[src/rtl/mdu_pkg.sv]
// ============================================================================
// mdu_pkg: op/state encodings and divide corner-case constants for mdu_iter.
// Rev 1.0
// ============================================================================
`default_nettype none

package mdu_pkg;

  localparam int MDU_MAX_W = 64;

  typedef enum logic [2:0] {
    OP_MULTU = 3'b000,
    OP_MULT  = 3'b001,
    OP_DIVU  = 3'b010,
    OP_DIV   = 3'b011,
    OP_MADDU = 3'b100,
    OP_MADD  = 3'b101,
    OP_MSUBU = 3'b110,
    OP_MSUB  = 3'b111
  } mdu_op_e;

  typedef enum logic [1:0] {
    ST_IDLE = 2'd0,
    ST_CALC = 2'd1,
    ST_FIX  = 2'd2
  } mdu_state_e;

  function automatic logic is_div_op(input mdu_op_e op);
    return (op == OP_DIVU) || (op == OP_DIV);
  endfunction

  // LO after a divide by zero; callers truncate to their width.
  function automatic logic [MDU_MAX_W-1:0] div_zero_lo();
    return '1;
  endfunction

  // HI after the signed most-negative / -1 overflow.
  function automatic logic [MDU_MAX_W-1:0] div_ovf_hi();
    return '0;
  endfunction

endpackage

`default_nettype wire

[src/rtl/mdu_iter_step.sv]
// ============================================================================
// mdu_iter_step: one radix-2 step (shift-add multiply or restoring divide).
// Rev 1.0
// ============================================================================
`default_nettype none

module mdu_iter_step #(
  parameter int WIDTH = 32
) (
  input  logic               i_mode_div,
  input  logic [2*WIDTH:0]   i_part,
  input  logic [WIDTH-1:0]   i_opnd,
  output logic [2*WIDTH:0]   o_part,
  output logic               o_qbit
);

  logic [WIDTH:0]   w_sum;
  logic [WIDTH:0]   w_rem_sh;
  logic [WIDTH+1:0] w_trial;

  always_comb begin
    w_sum    = i_part[2*WIDTH:WIDTH] + (i_part[0] ? {1'b0, i_opnd} : {(WIDTH+1){1'b0}});
    w_rem_sh = i_part[2*WIDTH-1:WIDTH-1];
    w_trial  = {1'b0, w_rem_sh} - {2'b00, i_opnd};
    o_qbit   = 1'b0;
    o_part   = {1'b0, w_sum, i_part[WIDTH-1:1]};
    if (i_mode_div) begin
      // Quotient bit is returned separately; the LSB slot is left clear for it.
      o_qbit = ~w_trial[WIDTH+1];
      o_part = {(o_qbit ? w_trial[WIDTH:0] : w_rem_sh), i_part[WIDTH-2:0], 1'b0};
    end
  end

endmodule

`default_nettype wire

[src/rtl/mdu_iter.sv]
// ============================================================================
// mdu_iter: iterative multiply/divide unit with HI/LO; define MDU_MACC_EN
// to enable MADD/MADDU/MSUB/MSUBU accumulation.  Rev 1.0
// ============================================================================
`default_nettype none

module mdu_iter
  import mdu_pkg::*;
#(
  parameter int WIDTH = 32
) (
  input  logic             clk,
  input  logic             reset_n,
  input  logic [WIDTH-1:0] a,
  input  logic [WIDTH-1:0] b,
  input  logic             start,
  input  logic [2:0]       op,
  input  logic             cancel,
  input  logic             hi_we,
  input  logic             lo_we,
  output logic [WIDTH-1:0] hi,
  output logic [WIDTH-1:0] lo,
  output logic             busy
);

  localparam int             CW        = $clog2(WIDTH) + 1;
  localparam logic [CW-1:0]  LAST_ITER = CW'(WIDTH - 1);

  mdu_state_e         r_state;
  mdu_state_e         w_next_state;
  logic               w_load;
  logic               w_step;
  logic               w_commit;
  logic               w_wr_ok;

  logic [2*WIDTH:0]   r_part;
  logic [WIDTH-1:0]   r_opnd;
  logic [CW-1:0]      r_cnt;
  mdu_op_e            r_op;
  logic [WIDTH-1:0]   r_a;
  logic               r_b_zero;
  logic               r_ovf;
  logic               r_neg_q;
  logic               r_neg_r;
  logic [WIDTH-1:0]   r_hi;
  logic [WIDTH-1:0]   r_lo;

  mdu_op_e            w_op_in;
  logic               w_div_in;
  logic               w_a_neg;
  logic               w_b_neg;
  logic [WIDTH-1:0]   w_a_mag;
  logic [WIDTH-1:0]   w_b_mag;
  logic [2*WIDTH:0]   w_step_part;
  logic               w_qbit;

  logic [2*WIDTH-1:0] w_prod;
  logic [2*WIDTH-1:0] w_mul_res;
  logic [WIDTH-1:0]   w_quot;
  logic [WIDTH-1:0]   w_rem;
  logic [WIDTH-1:0]   w_fix_hi;
  logic [WIDTH-1:0]   w_fix_lo;

  always_ff @(posedge clk or negedge reset_n) begin
    if (!reset_n) r_state <= ST_IDLE;
    else          r_state <= w_next_state;
  end

  always_comb begin
    w_next_state = r_state;
    case (r_state)
      ST_IDLE: if (start) w_next_state = ST_CALC;
      ST_CALC: begin
        if (cancel)                  w_next_state = ST_IDLE;
        else if (r_cnt == LAST_ITER) w_next_state = ST_FIX;
      end
      ST_FIX:  w_next_state = ST_IDLE;
      default: w_next_state = ST_IDLE;
    endcase
  end

  always_comb begin
    busy     = (r_state != ST_IDLE);
    w_load   = (r_state == ST_IDLE) && start;
    w_wr_ok  = (r_state == ST_IDLE) && !start;
    w_step   = (r_state == ST_CALC) && !cancel;
    w_commit = (r_state == ST_FIX)  && !cancel;
  end

  // Signed ops iterate on magnitudes; signs are reapplied in FIX.
  always_comb begin
    w_op_in  = mdu_op_e'(op);
    w_div_in = is_div_op(w_op_in);
    w_a_neg  = op[0] & a[WIDTH-1];
    w_b_neg  = op[0] & b[WIDTH-1];
    w_a_mag  = w_a_neg ? -a : a;
    w_b_mag  = w_b_neg ? -b : b;
  end

  mdu_iter_step #(.WIDTH(WIDTH)) u_step (
    .i_mode_div (is_div_op(r_op)),
    .i_part     (r_part),
    .i_opnd     (r_opnd),
    .o_part     (w_step_part),
    .o_qbit     (w_qbit)
  );

  always_ff @(posedge clk or negedge reset_n) begin
    if (!reset_n) begin
      r_part   <= '0;
      r_opnd   <= '0;
      r_cnt    <= '0;
      r_op     <= OP_MULTU;
      r_a      <= '0;
      r_b_zero <= 1'b0;
      r_ovf    <= 1'b0;
      r_neg_q  <= 1'b0;
      r_neg_r  <= 1'b0;
    end else if (w_load) begin
      r_part   <= {{(WIDTH+1){1'b0}}, (w_div_in ? w_a_mag : w_b_mag)};
      r_opnd   <= w_div_in ? w_b_mag : w_a_mag;
      r_cnt    <= '0;
      r_op     <= w_op_in;
      r_a      <= a;
      r_b_zero <= (b == '0);
      r_ovf    <= (w_op_in == OP_DIV) && (a == {1'b1, {(WIDTH-1){1'b0}}}) && (&b);
      r_neg_q  <= w_a_neg ^ w_b_neg;
      r_neg_r  <= w_a_neg;
    end else if (w_step) begin
      r_part   <= w_step_part | {{(2*WIDTH){1'b0}}, w_qbit};
      r_cnt    <= r_cnt + 1'b1;
    end
  end

`ifdef MDU_MACC_EN
  logic [2*WIDTH-1:0] r_snap;

  always_ff @(posedge clk or negedge reset_n) begin
    if (!reset_n)    r_snap <= '0;
    else if (w_load) r_snap <= {r_hi, r_lo};
  end
`endif

  always_comb begin
    w_prod    = r_neg_q ? -r_part[2*WIDTH-1:0] : r_part[2*WIDTH-1:0];
    w_mul_res = w_prod;
`ifdef MDU_MACC_EN
    if (r_op[2]) w_mul_res = r_op[1] ? (r_snap - w_prod) : (r_snap + w_prod);
`endif
    w_quot = r_neg_q ? -r_part[WIDTH-1:0] : r_part[WIDTH-1:0];
    w_rem  = r_neg_r ? -r_part[2*WIDTH-1:WIDTH] : r_part[2*WIDTH-1:WIDTH];
    if (is_div_op(r_op)) begin
      if (r_b_zero) begin
        w_fix_hi = r_a;
        w_fix_lo = WIDTH'(div_zero_lo());
      end else if (r_ovf) begin
        w_fix_hi = WIDTH'(div_ovf_hi());
        w_fix_lo = r_a;
      end else begin
        w_fix_hi = w_rem;
        w_fix_lo = w_quot;
      end
    end else begin
      w_fix_hi = w_mul_res[2*WIDTH-1:WIDTH];
      w_fix_lo = w_mul_res[WIDTH-1:0];
    end
  end

  always_ff @(posedge clk or negedge reset_n) begin
    if (!reset_n) begin
      r_hi <= '0;
      r_lo <= '0;
    end else if (w_commit) begin
      r_hi <= w_fix_hi;
      r_lo <= w_fix_lo;
    end else if (w_wr_ok) begin
      if (hi_we) r_hi <= a;
      if (lo_we) r_lo <= a;
    end
  end

  assign hi = r_hi;
  assign lo = r_lo;

endmodule

`default_nettype wire

[config.mk]
export PLATFORM = sky130hd
export DESIGN_NAME = mdu_iter
export DESIGN_NICKNAME = d
export VERILOG_FILES = /design/src/rtl/mdu_pkg.sv /design/src/rtl/mdu_iter_step.sv /design/src/rtl/mdu_iter.sv
export SDC_FILE = /design/constraint.sdc
export NUM_CORES = 1
export LEC_CHECK = 0
export ABC_AREA = 1
export BUFFER_PORTS_ARGS = -buffer_cell sky130_fd_sc_hd__clkbuf_2
export CAP_MARGIN = 0
export CORE_ASPECT_RATIO = 1.4
export CORE_MARGIN = 5
export CORE_UTILIZATION = 63
export CTS_CLUSTER_DIAMETER = 120
export DETAILED_ROUTE_END_ITERATION = 8
export GPL_TIMING_DRIVEN = 1
export PLACE_DENSITY = 0.87
export SLEW_MARGIN = 15
export SYNTH_ARGS = -nofsm -noshare
export SYNTH_HDL_FRONTEND = slang
export SYNTH_SLANG_ARGS = --single-unit
[constraint.sdc]
create_clock -name clk -period 3.25 [get_ports clk]
set_input_delay 0.325 -clock clk [delete_from_list [all_inputs] [get_ports clk]]
set_output_delay 0.325 -clock clk [all_outputs]
set_load 0.1 [all_outputs]
==> summary.txt, run 1 <==
Outcome
  • Status: aborted with a tool error
  • Stopped at: 5_1_grt
  • Err: [ERROR GRT-0116] Global routing finished with congestion. Check the congestion regions in the DRC Viewer.

Clock tree
  • Total clock sinks: 207
  • Htree depth: 1
  • Number of buffers created by CTS: 24
  • Clock root buffer: clkbuf_16
  • CTS max path bufs: 3

Synth
  • EDFF count, synth: 0
  • YS warnings: 0
  • Syn nets: 3759
  • Main synth FF type: dfrtp_1
  • Post-synthesis cell type count: 57
  • Sequential-to-total area share from yosys stat: 0.245
  • Synth Cell Area: 21100 um2
  • Synthesized instance count: 3614
  • Synthesized area per cell: 5.84 um2
  • Async SR Flop Fraction: 1.00
  • Synth Register Bits: 207

Global routing
  • Largest net degree at the start of global routing: 100
  • GRT Residual Overflow: 2
  • First-pass GRT wire length: 163000 um
  • Vias in the first global route: 26400
  • GRT Total Usage: 0.581

Floorplanning
  • Die X: 165 um
  • Starting Density: 0.636
  • # rows: 79
  • I/O pin cnt: 138
  • Die Y-Extent: 227 um

Placement
  • PortBufs: 137
  • DP HPWL: 78700 um
  • Routability cong.: 1.13
-- routing by layer --
metal,overflow,track usage
met4,2,0.593
met3,0,0.323
met1,0,0.582
met2,0,0.819
met5,0,0
-- kinds of logic after synthesis --
kind of cell | count (synthesis) | share of synthesized area
DFF | 207 | 0.245
xor gates and xnor gates | 71 | 0.0295
AOI/OAI and AO/OA | 594 | 0.157
and+or+nand+nor | 2055 | 0.411
adders and majority gates | 72 | 0.0434
buffers and inverters | 615 | 0.114
-- stage by stage --
step	hold slack, ns	area [um2]	cells	setup slack [ns]
CTS	0.0372	23300	4180	0.452
detailed placement	0.366	22400	4135	0.469
global placement	0.357	22400	4135	0.425
floorplan	0.0294	21100	3614	0.705
-- timing repair --
action / 4_1_cts
gates resized for setup: 0
buffers inserted: 0
hold buffers: 1
endpoints found under the hold margin: 87
-- Yosys cell counts (2+ instances only) --
library cell,number,area (um2)
or2_2,11,68.8
nor2_4,4,45.0
nand3_1,356,1780
buf_2,41,205
nor2_2,17,106
inv_2,16,60.1
o21ai_2,5,43.8
o31ai_1,5,37.5
xnor2_1,10,87.6
nand3b_1,16,120
o21a_1,4,30.0
nor4_1,7,43.8
nand2_2,12,75.1
o22ai_1,20,125
a21o_1,3,22.5
a22oi_1,27,203
buf_6,3,33.8
o211ai_1,48,360
clkinv_1,3,11.3
nand2_4,2,22.5
or2_1,2,12.5
nand4_1,61,382
ha_1,70,876
a22o_1,2,17.5
a21oi_2,3,26.3
inv_1,457,1720
o21ai_1,30,150
nor3_1,29,145
o221ai_1,4,35.0
o21bai_1,5,37.5
nor2_1,342,1280
fa_1,2,40.0
a21oi_1,157,786
xor2_1,61,534
dfrtp_1,207,5180
nand2_1,1181,4430
buf_1,15,56.3
nor3_2,2,20.0
nand3_2,4,40.0
o21ai_0,272,1360
clkbuf_1,78,293
and2_1,5,31.3
==> run 2, diff against run 1 <==
Settings changed: CORE_ASPECT_RATIO 1.4 to unset, CORE_UTILIZATION 63 to 40, CTS_CLUSTER_DIAMETER 120 to unset, PLACE_DENSITY 0.87 to unset, PLACE_DENSITY_LB_ADDON set to 0.15.
==> summary.txt, run 2 <==
Outcome
  • Status: finished clean (was aborted with a tool error)

Worst setup path
  • Worst Path Max Fanout: 7
  • Worst setup path class: flip-flop to flip-flop
  • CP Launch Type: flip-flop
  • Worst EP required: 3.70 ns
  • Crit path DAT: 3.28 ns
  • Worst path cell trace: ha_1 -> inv_1 -> fa_1 -> inv_1 -> nand2_1 -> o21ai_1 -> nand2_1 -> nand2_1 -> nand2_1 -> nand2_1 -> nand2_1 -> nand3_1 -> nand3_1 -> nand3_1 -> nand2_1
  • Endpoint type of the worst setup path: flip-flop
  • CP max stage delay: 0.56 ns
  • Cell mode on critical path: nand2_1
  • CP max stage cell: dfrtp_1

STA
  • Shortest period the worst path allows: 2.83 ns
  • Fmax: 353 MHz
  • Final-report hold violation count: 0
  • Setup TNS: 0 ns
  • Worst setup margin: 0.420 ns
  • Max Slew Vio Count: 0
  • Final setup violation count: 0
  • Crit share post-route: 0.871
  • Least-Margin Pin Slew: 0.774 ns
  • Clk_skew: 0.0157 ns
  • Relative slew slack: 0.479
  • RSZ-0062 raised after global routing: no

Floorplanning
  • Core ar.: 52400 um2
  • # rows: 84 (was 79)
  • Starting Density: 0.402 (was 0.636)
  • Die ar.: 57500 um2
  • I/O pin cnt: 138 (unchanged)
  • Die Y-Extent: 240 um (was 227 um)
  • Die X: 240 um (was 165 um)

Route
  • 1st-pass router iterations: 8
  • Vias: 24600
  • Initial DRC Count: 3028
  • Via density: 5.59
  • Residual DRC count: 0
  • Final wirelength: 97500 um
  • Post-DRT Antenna Nets: 0
  • Per-cell routed wire length: 22.1 um

Cells and area
  • # diodes: 0
  • Synthesis-to-finish area growth: 11.1%
  • NumNets Final: 3843
  • Most frequent cells in the layout: nand2_1, inv_1, nand3_1
  • Biggest register: r_part
  • Commonest non-fill, non-tap cell in the layout: nand2_1
  • Share of post-route cells with drive strength above 1: 0.0874
  • Max FFs per register: 65

Clock tree
  • Total clock sinks: 207 (unchanged)
  • Clock Latency Late Sink: 0.57 ns
  • Clock root buffer: clkbuf_16 (unchanged)
  • Postcts setup bufs: 0 (unchanged)
  • CTS max path bufs: 3 (unchanged)
  • Htree depth: 1 (unchanged)
  • Worst-path clk slew: 0.06 ns
  • CTS tree: done
  • Number of buffers created by CTS: 27 (was 24)

Synth
  • Post-synthesis cell type count: 57 (unchanged)
  • Most common cell in the netlist: nand2_1 (unchanged)
  • Area leader, netlist: dfrtp_1 (unchanged)
  • Top cells by area, synth: dfrtp_1, nand2_1, nand3_1, inv_1, o21ai_0 (unchanged)
  • Syn nets: 3759 (unchanged)
  • Yosys top cell area share: 0.245 (unchanged)
  • Main synth FF type: dfrtp_1 (unchanged)
  • Synthesized area per cell: 5.84 um2 (unchanged)
  • Synth top cells by count: nand2_1, inv_1, nand3_1, nor2_1, o21ai_0 (unchanged)
  • YS warnings: 0 (unchanged)
  • Async SR Flop Fraction: 1.00 (unchanged)
  • Sequential-to-total area share from yosys stat: 0.245 (unchanged)
  • Synth Register Bits: 207 (unchanged)
  • EDFF count, synth: 0 (unchanged)
  • Synth Cell Area: 21100 um2 (unchanged)
  • Synthesized instance count: 3614 (unchanged)

Power and ir drop
  • IR drop worst, VDD: 493 uV
  • Static Leakage: 0.0121 uW
  • P per Cell Area: 922 nW/um2

Placement
  • Routability cong.: 1.04 (was 1.13)
  • DP HPWL: 78500 um (was 78700 um)
  • Post-Place Worst Slack: 0.510 ns (was 0.469 ns)
  • PortBufs: 137 (unchanged)

Global routing
  • Largest net degree at the start of global routing: 119
  • First-pass GRT wire length: 142000 um
  • GRT Total Usage: 0.326
  • Vias in the first global route: 22300
  • Antenna violations before repair: 0
  • GRT Residual Overflow: 0

Flow run
  • Max_cap viols: 0

Hold path
  • HP Class: input port to flip-flop
-- run 2: final timing paths --
kind                            depth (start not counted)  slack, ns  startpoint         end
worst min-delay path                                    3       0.02       op[1]     r_op[1]
worst max-delay path                                   15       0.42  r_part[32]  r_part[63]
worst min register to register                          2       0.49      lo[23]      lo[23]
min in group asynchronous                               2       0.31     reset_n  r_opnd[30]
max in group asynchronous                               3       1.99     reset_n  r_part[32]
worst max register to register                         15       0.42  r_part[32]  r_part[63]
-- run 2: cells by family after synthesis --
kind of cell             share of synthesized area
AND/OR/NAND/NOR                              0.411
buffers and inverters                        0.114
AO/OA/AOI/OAI                                0.157
flip-flops                                   0.245
adder cells (fa/ha/maj)                     0.0434
XOR/XNOR                                    0.0295
-- run 2: repair_timing --
item	CTS	global route
hold endpoints to repair	72	0
hold buffers	1	0
resized for setup	0	0
setup endpoints to repair	0	0
-- run 2: critical path: cells and delay by family (launching register included) --
kind            cells  cell delay, ns
compound gates      1            0.27
flops               1            0.56
simple gates       10            0.99
fa+ha+maj           2            0.72
buf+inv             2            0.16
-- run 2: power by group --
group          internal (uW)  total, uW  leakage, uW  switching [uW]
registers               3280       4470      0.00257            1190
logic                   3870      14100      0.00915           10200
clock network           1740       3040     0.000415            1290
-- run 2: layout make-up --
type	count	area, um2
clock buffers	38	737
clock inverters	12	125
fillers	5759	29000
inverters	476	1790
multi-input cells	2792	13600
flip-flops and latches	207	5180
well taps	688	861
repair buffers	194	1190
-- run 2: per-stage QoR --
step | util | hold WS (ns) | instance area [um2] | power, uW | instances
floorplan | - | 0.0294 | 21100 | 13600 | 3614
global placement | 0.431 | 0.350 | 22600 | 18300 | 4356
detailed placement | 0.431 | 0.350 | 22600 | 18200 | 4356
CTS | 0.447 | 0.00110 | 23500 | 21300 | 4407
global route | 0.447 | 0.0531 | 23500 | 23000 | 4407
finish | 0.447 | 0.0157 | 23500 | 21600 | 4407
-- run 2: routing by layer --
metal | vias up | wire [um] | global-route usage
li1 | 11900 | - | -
met1 | 11400 | 43100 | 0.476
met2 | 1177 | 39800 | 0.465
met3 | 165 | 10400 | 0.0834
met4 | 0 | 4280 | 0.116
met5 | - | 0 | 0
(Power assumes the default switching activity.)
==> run 3, diff against run 2 <==
Clock period 3.25 ns to 2.3 ns, I/O delays scaled along.
==> summary.txt, run 3 (synthesis gave the netlist of run 2 again) <==
Outcome
  • Status: finished with violations (was finished clean)
  • Failing checks: negative setup slack

Global routing
  • Vias in the first global route: 24600 (was 22300)
  • Largest net degree at the start of global routing: 93 (was 119)
  • Antenna violations before repair: 0 (unchanged)
  • First-pass GRT wire length: 150000 um (was 142000 um)
  • GRT Residual Overflow: 0 (unchanged)
  • GRT Total Usage: 0.340 (was 0.326)

STA
  • Fmax: 406 MHz (was 353 MHz)
  • Worst setup margin: -0.161 ns (was 0.420 ns)
  • WHS: 0.0164 ns (was 0.0157 ns)
  • Least-Margin Pin Slew: 0.793 ns (was 0.774 ns)
  • Max Slew Vio Count: 0 (unchanged)
  • Crit share post-route: 1.07 (was 0.871)
  • Shortest period the worst path allows: 2.46 ns (was 2.83 ns)
  • Relative slew slack: 0.471 (was 0.479)
  • Final-report hold violation count: 0 (unchanged)
  • Final setup violation count: 28 (was 0)
  • Clk_skew: 0.0427 ns (was 0.0157 ns)
  • RSZ-0062 raised after global routing: yes (was no)

Worst setup path
  • CP Buf/Inv Count: 4 (was 2)
  • R2R cell count: 19 (was 15)
  • FF-to-FF End: r_part[63] (unchanged)
  • CP max stage cell: dfrtp_2 (was dfrtp_1)
  • Worst setup path class: flip-flop to flip-flop (unchanged)
  • CP Launch Type: flip-flop (unchanged)
  • Worst reg2reg startpoint: r_part[0] (was r_part[32])
  • Worst EP required: 2.81 ns (was 3.70 ns)
  • Endpoint type of the worst setup path: flip-flop (unchanged)
  • CP delay by family, top: simple AND/OR/NAND/NOR gates (unchanged)
  • Reg2Reg Setup Slack: -0.16 ns (was 0.42 ns)
  • Worst path cell trace: nand2_2 -> inv_2 -> ha_4 -> inv_2 -> fa_2 -> inv_2 -> nand2_2 -> o21ai_2 -> buf_6 -> nand2_4 -> nand2_4 -> nand2_4 -> nand2_4 -> nand2_2 -> nand2_1 -> nand2_1 -> nand3_2 -> nand3_2 -> nand2_1 (was ha_1 -> inv_1 -> fa_1 -> inv_1 -> nand2_1 -> o21ai_1 -> nand2_1 -> nand2_1 -> nand2_1 -> nand2_1 -> nand2_1 -> nand3_1 -> nand3_1 -> nand3_1 -> nand2_1)
  • CP max stage delay: 0.48 ns (was 0.56 ns)
  • Worst Path Max Fanout: 5 (was 7)
  • Setup crit start: r_part[0] (was r_part[32])
  • WP depth: 19 (was 15)
  • Cell mode on critical path: nand2_4 (was nand2_1)
  • Crit path DAT: 2.97 ns (was 3.28 ns)
  • Crit path to: r_part[63] (unchanged)

Cells and area
  • Share of post-route cells with drive strength above 1: 0.255 (was 0.0874)
  • NumNets Final: 4281 (was 3843)
  • Post-Layout Cell Count: 4846 (was 4407)
  • # fillers: 5369 (was 5759)
  • Area of the multi-input gates: 15200 um2 (was 13600 um2)
  • Synthesis-to-finish area growth: 35.9% (was 11.1%)
  • Commonest non-fill, non-tap cell in the layout: nand2_1 (unchanged)
  • Biggest register: r_part (unchanged)
  • Total area of sequential cells: 5200 um2 (was 5180 um2)
  • # diodes: 0 (unchanged)
  • Design area: 28700 um2 (was 23500 um2)
  • Max FFs per register: 65 (unchanged)
  • Most frequent cells in the layout: nand2_1, buf_4, inv_1 (was nand2_1, inv_1, nand3_1)

Power and ir drop
  • Static Leakage: 0.0146 uW (was 0.0121 uW)
  • Design Power: 38100 uW (was 21600 uW)
  • IR drop worst, VDD: 724 uV (was 493 uV)
  • P per Cell Area: 1330 nW/um2 (was 922 nW/um2)

Placement
  • Post-Place Worst Slack: -0.189 ns (was 0.510 ns)
  • Routability cong.: 1.03 (was 1.04)
  • DP HPWL: 81500 um (was 78500 um)
  • Dpl cells: 4749 (was 4356)
  • Dpl cell area: 25700 um2 (was 22600 um2)
  • PortBufs: 137 (unchanged)

Clock tree
  • Htree depth: 1 (unchanged)
  • Number of buffers created by CTS: 28 (was 27)
  • Clock root buffer: clkbuf_16 (unchanged)
  • CTS tree: done (unchanged)
  • Clock Latency Late Sink: 0.60 ns (was 0.57 ns)
  • Worst-path clk slew: 0.06 ns (about the same)
  • CTS max path bufs: 3 (unchanged)
  • Total clock sinks: 207 (unchanged)

Route
  • Post-DRT Antenna Nets: 0 (unchanged)
  • Residual DRC count: 0 (unchanged)
  • Initial DRC Count: 3040 (was 3028)
  • Per-cell routed wire length: 21.0 um (was 22.1 um)
  • Vias: 26700 (was 24600)
  • 1st-pass router iterations: 6 (was 8)
  • Via density: 5.50 (was 5.59)
  • Final wirelength: 102000 um (was 97500 um)

Floorplanning
  • Die ar.: 57500 um2 (unchanged)
  • Starting Density: 0.402 (unchanged)
  • # rows: 84 (unchanged)
  • Core ar.: 52400 um2 (unchanged)
  • Die Y-Extent: 240 um (unchanged)
  • Die X: 240 um (unchanged)
  • I/O pin cnt: 138 (unchanged)

Flow run
  • Max_cap viols: 0 (unchanged)

Hold path
  • HP Class: input port to flip-flop (unchanged)
==> run 3: repair_timing <==
item                                    in CTS  in global routing
resized for setup                          130                298
endpoints found under the hold margin       69                  0
pin swaps                                   41                 63
hold buffers                                16                  0
buffers inserted                            11                 18
endpoints found under the setup margin      29                 70
cloned                                       0                  3
==> run 3: layout make-up <==
class                   count  area share
multi-input cells        2793       0.529
flip-flops and latches    207       0.181
repair buffers            630       0.165
inverters                 476      0.0627
well taps                 688      0.0300
clock buffers              38      0.0264
clock inverters            14     0.00515
==> run 3: worst min path at each step <==
| stage | startpoint | end | slack (ns) | cells past startpoint |
|---|---|---|---|---|
| final | a[22] | r_a[22] | 0.02 | 3 |
| after floorplan | reset_n | hi[0] | -0.07 | 0 |
| after CTS | a[3] | r_a[3] | 0.0004 | 4 |
| after global routing | a[3] | r_a[3] | 0.02 | 4 |
| after global placement | reset_n | r_opnd[28] | 0.22 | 1 |
| after detailed placement | reset_n | r_opnd[28] | 0.22 | 1 |
==> run 3: routing by layer <==
metal,up-vias,track usage,part of all wire
li1,12700,-,-
met1,12400,0.499,0.43
met2,1312,0.487,0.41
met3,207,0.0755,0.11
met4,0,0.126,0.047
met5,-,0,0
==> run 3: per-stage QoR <==
stage | utilization | setup TNS (ns)
final | 0.547 | -2.29
after global routing | 0.547 | -5.79
after CTS | 0.522 | -0.615
after detailed placement | 0.490 | -2.51
after global placement | 0.490 | -2.11
after floorplan | - | 0
==> run 3: report_power, final <==
part           leakage [uW]  total (uW)  internal (uW)  switching (uW)
Clock              0.000441        4450           2540            1910
Sequential          0.00255        6010           4660            1350
Combinational        0.0116       27600          10500           17200
Total                0.0146       38100          17700           20400
==> run 3: worst register-to-register path: cells and delay by family, from the launching register on <==
family	cells	cell delay (ns)
DFF	1	0.48
buffers and inverters	4	0.31
adders and majority gates	2	0.48
AOI/OAI and AO/OA	1	0.19
and+or+nand+nor	12	0.90
